--- src/rtl/ps2_pkg.sv ---
// -----------------------------------------------------------------------------
// ps2_pkg
// Shared definitions for the PS/2 receive path: receiver state encoding,
// frame geometry and the default inter-edge timeout.
// -----------------------------------------------------------------------------
package ps2_pkg;

    // Payload width and total bits on the wire (start + data + parity + stop).
    localparam int DATA_W     = 8;
    localparam int FRAME_BITS = 11;

    // Index of the final data bit, compared against the receiver bit counter.
    localparam logic [3:0] LAST_DATA_BIT = 4'(DATA_W - 1);

    // Peripheral-clock ticks tolerated between device-clock falling edges.
    localparam logic [15:0] RX_TIMEOUT_DEFAULT = 16'd2000;

    typedef enum logic [1:0] {
        IDLE   = 2'd0,
        DATA   = 2'd1,
        PARITY = 2'd2,
        STOP   = 2'd3
    } ps2_rx_state_t;

endpackage

--- src/rtl/ps2_sync_edge.sv ---
// -----------------------------------------------------------------------------
// ps2_sync_edge
// Two-flop synchronizer for an asynchronous line, followed by a history flop
// so that single-cycle rise/fall pulses can be derived in the clock domain.
//
// Ports
//   clock     in   system clock
//   reset     in   synchronous, active-high reset
//   async_in  in   asynchronous input line
//   level     out  synchronized level of async_in
//   rise      out  one-cycle pulse on a synchronized 0->1 transition
//   fall      out  one-cycle pulse on a synchronized 1->0 transition
// -----------------------------------------------------------------------------
module ps2_sync_edge (
    input  logic clock,
    input  logic reset,
    input  logic async_in,
    output logic level,
    output logic rise,
    output logic fall
);

    logic meta_p0;
    logic sync_p1;
    logic prev_p2;

    // All flops reset to the idle-bus level (high) so that leaving reset never
    // looks like a falling edge.
    always_ff @(posedge clock) begin
        if (reset) begin
            meta_p0 <= 1'b1;
            sync_p1 <= 1'b1;
            prev_p2 <= 1'b1;
        end else begin
            meta_p0 <= async_in;
            // stage p0 -> p1: second synchronizer flop
            sync_p1 <= meta_p0;
            // stage p1 -> p2: previous synchronized value for edge detection
            prev_p2 <= sync_p1;
        end
    end

    assign level = sync_p1;
    assign rise  = sync_p1 & ~prev_p2;
    assign fall  = ~sync_p1 & prev_p2;

endmodule

--- src/rtl/ps2_receive_data.sv ---
// -----------------------------------------------------------------------------
// ps2_receive_data
// PS/2 device-to-host receiver. Samples start, eight data bits (LSB first),
// odd parity and stop on synchronized device-clock falling edges, checks the
// frame and hands good bytes to a consumer through a valid/ack handshake.
//
// Parameters
//   RX_TIMEOUT       peripheral_clock rising edges allowed between device-clock
//                    falling edges mid-frame before the frame is aborted
//
// Ports
//   clock            in   system clock (only clock domain)
//   reset            in   synchronous, active-high reset
//   peripheral_clock in   slow timebase, rising edges drive the timeout
//   device_clock     in   PS/2 clock line (asynchronous)
//   device_data      in   PS/2 data line (asynchronous)
//   inhibit          in   host transmitter owns the bus; receiver held idle
//   data_valid       out  recv_data holds an unconsumed byte
//   recv_data        out  last good byte
//   data_ack         in   consumer pulse releasing data_valid
//   parity_error     out  one-cycle pulse: frame dropped for bad parity
//   framing_error    out  one-cycle pulse: bad stop bit or timeout
//   overrun_error    out  sticky: good frame lost while data_valid was high
//   receiving_flag   out  receiver is inside a frame
// -----------------------------------------------------------------------------
module ps2_receive_data
    import ps2_pkg::*;
#(
    parameter logic [15:0] RX_TIMEOUT = RX_TIMEOUT_DEFAULT
) (
    input  logic              clock,
    input  logic              reset,
    input  logic              peripheral_clock,
    input  logic              device_clock,
    input  logic              device_data,
    input  logic              inhibit,
    output logic              data_valid,
    output logic [DATA_W-1:0] recv_data,
    input  logic              data_ack,
    output logic              parity_error,
    output logic              framing_error,
    output logic              overrun_error,
    output logic              receiving_flag
);

    // Odd parity holds when the data bits plus the parity bit contain an odd
    // number of ones.
    function automatic logic parity_ok(input logic [DATA_W-1:0] data,
                                       input logic              par);
        return ^{data, par};
    endfunction

    logic dclk_fall;
    logic ddat_level;
    logic pclk_rise;

    logic dclk_level_unused;
    logic dclk_rise_unused;
    logic ddat_rise_unused;
    logic ddat_fall_unused;
    logic pclk_level_unused;
    logic pclk_fall_unused;

    ps2_sync_edge u_sync_dclk (
        .clock    (clock),
        .reset    (reset),
        .async_in (device_clock),
        .level    (dclk_level_unused),
        .rise     (dclk_rise_unused),
        .fall     (dclk_fall)
    );

    ps2_sync_edge u_sync_ddat (
        .clock    (clock),
        .reset    (reset),
        .async_in (device_data),
        .level    (ddat_level),
        .rise     (ddat_rise_unused),
        .fall     (ddat_fall_unused)
    );

    ps2_sync_edge u_sync_pclk (
        .clock    (clock),
        .reset    (reset),
        .async_in (peripheral_clock),
        .level    (pclk_level_unused),
        .rise     (pclk_rise),
        .fall     (pclk_fall_unused)
    );

    ps2_rx_state_t     state;
    logic [3:0]        bit_count;
    logic [15:0]       timeout_count;
    logic [DATA_W-1:0] shift_data;
    logic              parity_bit;

    always_ff @(posedge clock) begin
        if (reset) begin
            state         <= IDLE;
            bit_count     <= 4'd0;
            timeout_count <= 16'd0;
            data_valid    <= 1'b0;
            recv_data     <= '0;
            parity_error  <= 1'b0;
            framing_error <= 1'b0;
            overrun_error <= 1'b0;
        end else begin
            parity_error  <= 1'b0;
            framing_error <= 1'b0;

            // Consumer handshake runs independently of the frame logic; a good
            // frame completing in the same cycle overrides the clear below.
            if (data_ack && data_valid) begin
                data_valid    <= 1'b0;
                overrun_error <= 1'b0;
            end

            if (inhibit) begin
                // Host owns the bus: drop any partial frame silently.
                state         <= IDLE;
                bit_count     <= 4'd0;
                timeout_count <= 16'd0;
            end else if (dclk_fall) begin
                timeout_count <= 16'd0;
                case (state)
                    IDLE: begin
                        // A high data line on a falling edge is a glitch, not
                        // a start bit.
                        if (!ddat_level) begin
                            state     <= DATA;
                            bit_count <= 4'd0;
                        end
                    end
                    DATA: begin
                        shift_data[bit_count[2:0]] <= ddat_level;
                        bit_count                  <= bit_count + 4'd1;
                        if (bit_count == LAST_DATA_BIT) begin
                            state <= PARITY;
                        end
                    end
                    PARITY: begin
                        parity_bit <= ddat_level;
                        state      <= STOP;
                    end
                    STOP: begin
                        state <= IDLE;
                        if (!ddat_level) begin
                            framing_error <= 1'b1;
                        end else if (!parity_ok(shift_data, parity_bit)) begin
                            parity_error <= 1'b1;
                        end else if (!data_valid || data_ack) begin
                            recv_data  <= shift_data;
                            data_valid <= 1'b1;
                        end else begin
                            overrun_error <= 1'b1;
                        end
                    end
                    default: begin
                        state <= IDLE;
                    end
                endcase
            end else if (state != IDLE) begin
                if (timeout_count == RX_TIMEOUT) begin
                    state         <= IDLE;
                    bit_count     <= 4'd0;
                    timeout_count <= 16'd0;
                    framing_error <= 1'b1;
                end else if (pclk_rise) begin
                    timeout_count <= timeout_count + 16'd1;
                end
            end
        end
    end

    assign receiving_flag = (state != IDLE);

endmodule

--- config.mk ---
export PLATFORM = sky130hd
export DESIGN_NAME = ps2_receive_data
export DESIGN_NICKNAME = d
export VERILOG_FILES = /design/src/rtl/ps2_pkg.sv /design/src/rtl/ps2_sync_edge.sv /design/src/rtl/ps2_receive_data.sv
export SDC_FILE = /design/constraint.sdc
export NUM_CORES = 1
export LEC_CHECK = 0
export ABC_AREA = 1
export ABC_CLOCK_PERIOD_IN_PS = 1840
export CAP_MARGIN = 20
export CORE_MARGIN = 2
export CORE_UTILIZATION = 50
export DETAILED_ROUTE_END_ITERATION = 10
export PLACE_DENSITY = 0.7
export SLEW_MARGIN = 20
export SYNTH_ARGS = -nofsm -noshare
export SYNTH_HDL_FRONTEND = slang
export SYNTH_HIERARCHICAL = 1
export SYNTH_SLANG_ARGS = --single-unit
--- constraint.sdc ---
create_clock -name clock -period 1.84 [get_ports clock]
set_clock_uncertainty 0.05 [all_clocks]
set_input_delay 0.184 -clock clock [delete_from_list [all_inputs] [get_ports clock]]
set_output_delay 0.184 -clock clock [all_outputs]
set_load 0.05 [all_outputs]
# --- Yosys cells after proc, flatten, opt, wreduce, memory -nomap -nowiden ---
# Index checks and enable logic that the tools add are counted.
word_totals:
  wordCells: 94
  regBits: 51
  inputBits: 7
op_classes:
  mux: 36
  eq_ne: 8
  reduce_logical: 19
  bitwise: 9
  magnitude_cmp: 2
  n_addsub: 2
ops:
  columns: ["cell", "count"]
  rows:
  - ["$mux W16", 2]
  - ["$mux W1", 21]
  - ["$add A16 B1 Y16 const B", 1]
  - ["$eq A16 B11 Y1 const B", 1]
  - ["$mux W4", 4]
  - ["$reduce_and A4 Y1", 4]
  - ["$mux W2", 5]
  - ["$reduce_xor A9 Y1", 1]
  - ["$bwmux W8", 1]
  - ["$pmux W2 S4", 1]
  - ["$pmux W4 S2", 1]
  - ["$reduce_bool A2 Y1", 4]
  - ["$not A1 Y1", 7]
  - ["$ne A3 B3 Y1 const B", 2]
  - ["$reduce_and A6 Y1", 1]
  - ["$reduce_or A5 Y1", 1]
  - ["$add A4 B1 Y4 const B", 1]
  - ["$eq A2 B2 Y1 const B", 2]
  - ["$eq A4 B3 Y1 const B", 1]
  - ["$lt A3 B4 Y1 const B", 1]
  - ["$demux W1 S3", 1]
  - ["$ge A3 B1 Y1 const B", 1]
  - ["$ne A3 B1 Y1 const B", 1]
  - ["$reduce_or A3 Y1", 1]
  - ["8 further kinds", 10]

# --- Logic depth before layout (Yosys ltp) ---
logic_depth:
  ltp_word: 8
  ltp_mapped: 13
  depth_no_buf: 12

# --- Hierarchy ---
# The synthesis kept the hierarchy.
by_module_without_submodules:
  columns: ["module", "n_inst", "cells_each", "area_per_inst_um2", "seq_area_each_um2"]
  rows:
  - ["ps2_receive_data", 1, 369, 2478.6, 950.9]
  - ["ps2_sync_edge", 3, 13, 97.6, 60.1]

# --- Worst setup path after synthesis ---
# Ideal clock, no wire load.
synth_path:
  path_type: "reg-to-reg"
  start: "register state[0]"
  end: "register timeout_count[6]"
  required_time_ns: 1.659
  path_buffers: 1
  stages_incl_launch_ff: 8
  slack_ns: 0.158
  setup_time_ns: 0.131
  t_arrival_ns: 1.501
  path_cell_list: "dfxtp_1 inv_1 ha_1 inv_1 nand2_1 buf_2 nand2_1 a21oi_2"
synth_between:
  elab_chain_cells: 2
synth_rtl:
  columns: ["element", "line", "text"]
  rows:
  - ["start, declared", "ps2_receive_data.sv:91", "ps2_rx_state_t state;"]
  - ["start signal, assigned", "ps2_receive_data.sv:99", "state <= IDLE;"]
  - ["start signal, assigned", "ps2_receive_data.sv:120", "state <= IDLE;"]
  - ["start signal, assigned", "ps2_receive_data.sv:130", "state <= DATA;"]
  - ["$reduce_bool A2 Y1", null, null]
  - ["net receiving_flag", "ps2_receive_data.sv:43", "output logic receiving_flag"]
  - ["$reduce_and A2 Y1 (no line)", null, null]
  - ["end signal, assigned", "ps2_receive_data.sv:169", "timeout_count <= timeout_count + 16'd1;"]
  - ["end, declared", "ps2_receive_data.sv:93", "logic [15:0] timeout_count;"]
# The timed path passes the listed nets, and every way through them passes these cells.
# A chain may end at the register's enable or synchronous reset.

# --- Final worst setup path ---
layout_path:
  start: "register data_valid"
  end: "output port data_valid"
layout_rtl:
  columns: ["element", "line", "text"]
  rows:
  - ["start, declared", "ps2_receive_data.sv:37", "output logic data_valid,"]
  - ["start signal, assigned", "ps2_receive_data.sv:102", "data_valid <= 1'b0;"]
  - ["start signal, assigned", "ps2_receive_data.sv:114", "data_valid <= 1'b0;"]
  - ["start signal, assigned", "ps2_receive_data.sv:153", "data_valid <= 1'b1;"]
# No word-level cell between the ends.

==> flow_metrics.py <==
metrics = {
    "synthesis": {
        "syn-cell-area_um2": 2720,
        "syn_nets": 413,
        "yosysWarnings": 6,
        "avgSynthCellArea_um2": 6.82,
        "syn_inst": 399,
    },
    "critical_path": {
        "cp_top_family": "buffers and inverters",
        "crit_arrival_ns": 1.46,
        "r2r_slack_ns": 0.14,
        "path_cells": "clkdlybuf4s50_1",
        "cp_slowest_stage_delay_ns": 0.81,
        "r2r-end": "timeout_count[8]",
        "cp-start-kind": "flip-flop",
        "cp.depth": 1,
        "endpoint_kind": "primary output",
        "cp_max_fo": 3,
        "crit_required_ns": 1.61,
        "crit_end": "data_valid",
        "cp-startpoint": "data_valid",
        "critPathKind": "flip-flop to primary output",
        "slowest_stage": "clkdlybuf4s50_1",
        "rr_startpoint": "timeout_count[0]",
        "critPathBufInv": 1,
        "r2r_cells": 10,
    },
    "routing": {
        "drt_wl_total_um": 5280,
        "drt-initial-drc-count": 112,
        "dr_total_vias": 2400,
        "drtPass1Iterations": 4,
        "postRouteAntennaNets": 0,
        "drc_errors": 0,
        "wl_per_cell_um": 10.4,
        "drt-vias-per-instance": 4.73,
    },
    "sta": {
        "setup_viol": 0,
        "worst_slew_pin_slew_ns": 0.490,
        "fmax_mhz": 589,
        "tns_ns": 0,
        "final_hold_viol_count": 0,
        "slew_headroom_pct": 67.2,
        "worst_slack_ns": 0.142,
        "finalCritPeriodShare_pct": 92.3,
        "report.final.slew_viol_count": 0,
        "worst_hold_slack_ns": 0.356,
        "layout_min_cycle_time_ns": 1.70,
        "rsz0062_at_grt": "no",
    },
    "power": {
        "combPwrFrac_pct": 3.5,
        "p_switching_uw": 405,
        "vdd_drop_max_v": 0.000452,
        "p_seq_share_pct": 57.9,
        "p_int_uw": 1570,
        "clkPwrFrac_pct": 38.6,
        "powerDensity_nw_per_um2": 611,
        "p_leak_uw": 0.00141,
        "p_sw_share_pct": 20.5,
    },
    "cells_and_area": {
        "area_growth_pct": 18.7,
        "post-route-util_pct": 62.4,
        "diodes": 0,
        "finalNonFillerCells": 507,
        "layout.nets": 450,
        "drive_gt1_share_pct": 9.84,
    },
    "clock_tree": {
        "htreeDepth": 2,
        "insertion_delay_ns": 0.30,
        "clk_pin_slew_ns": 0.09,
        "clockBufferDepth": 2,
        "cts_num_sinks": 51,
        "cts_tree": "yes",
        "numCtsBuffers": 5,
        "cts_root_buffer": "clkbuf_8",
    },
    "global_route": {
        "grt_pass1_wl_um": 9380,
        "grt_max_degree": 16,
        "grt-ovfl-total": 0,
        "grt_pass1_vias": 2261,
        "antenna_found_initial": 0,
        "grt_usage_pct": 19.0,
    },
    "die": {
        "start_util_pct": 52.6,
        "die_area_um2": 6050,
        "die_h_um": 77.8,
        "ios": 20,
        "die_w_um": 77.8,
        "coreArea_um2": 5170,
        "rows": 26,
    },
    "status": {
        "outcome": "finished clean",
    },
    "placement": {
        "preCtsSetupSlack_ns": 0.125,
        "placed_cells": 496,
        "place_hpwl_um": 3920,
        "gp_congestion": 0.862,
        "io_buffers": 19,
    },
    "flow_run": {
        "drv_cap": 0,
    },
    "min_path": {
        "hp-class": "primary input to flip-flop",
    },
}
==> layer usage <==
metal	up-vias	wire length, µm	global-route usage (%)
met4	0	41	5.36
met1	1045	2630	25.2
met3	4	158	3.49
met5	-	0	0
met2	37	2450	31.6
li1	1314	-	-
==> power groups by stage <==
stage / registers [µW] / clock network [µW] / logic (µW)
2_1_floorplan: 1170 / 0 / 31.6
3_3_place_gp: 1170 / 0 / 69.0
3_5_place_dp: 1170 / 0 / 69.1
4_1_cts: 1140 / 784 / 69.5
5_1_grt: 1140 / 830 / 77.8
6_report: 1140 / 763 / 69.1
==> layout by cell type (no fill, tap or decap), types with 3 or more instances in the layout <==
cell             instances
buf_4                   15
clkbuf_8                 5
nor2_1                  52
xor2_1                   3
dfxtp_1                 42
ha_1                     7
inv_1                   65
nand4_1                  9
edfxtp_1                 9
nand3_2                  6
nand2_1                128
nand3_1                 19
o21ai_0                  5
nor3_1                  10
clkdlybuf4s50_1         18
a21oi_1                 21
==> per-stage QoR <==
step                power (µW)  instance area [µm²]
floorplan                 1200                 2720
global placement          1240                 3080
detailed placement        1240                 3080
CTS                       2000                 3180
global route              2050                 3230
finish                    1970                 3230
==> registers in the layout, summed over array words and instances, names as in the netlist, 2 cells and up <==
name,flops
timeout_count,16
recv_data,8
shift_data,8
bit_count,4
state,2
==> cell type report <==
cell class              instances  area (µm²)
inverters                      66         248
clock inverters                 3        38.8
repair buffers                 34         313
well taps                      70        87.6
multi-input cells             278        1360
clock buffers                   5        68.8
flip-flops and latches         51        1110
fillers                       467        1940
==> timing repair <==
action                                  4_1_cts  5_1_grt
hold buffers                                  0        0
endpoints found under the hold margin         0        0
endpoints found under the setup margin        0       13
gates resized for setup                       0        4
buffers inserted                              0        2
==> worst min-delay path by stage <==
stage	endpoint	startpoint	cells past startpoint
3_5_place_dp	u_sync_dclk/level	u_sync_dclk/meta_p0	2
2_1_floorplan	data_valid	reset	1
3_3_place_gp	u_sync_ddat/level	u_sync_ddat/meta_p0	2
4_1_cts	u_sync_ddat/meta_p0	device_data	3
5_1_grt	u_sync_dclk/meta_p0	device_clock	3
6_report	u_sync_ddat/meta_p0	device_data	3
Note: power is estimated with default switching activity, not from simulation.
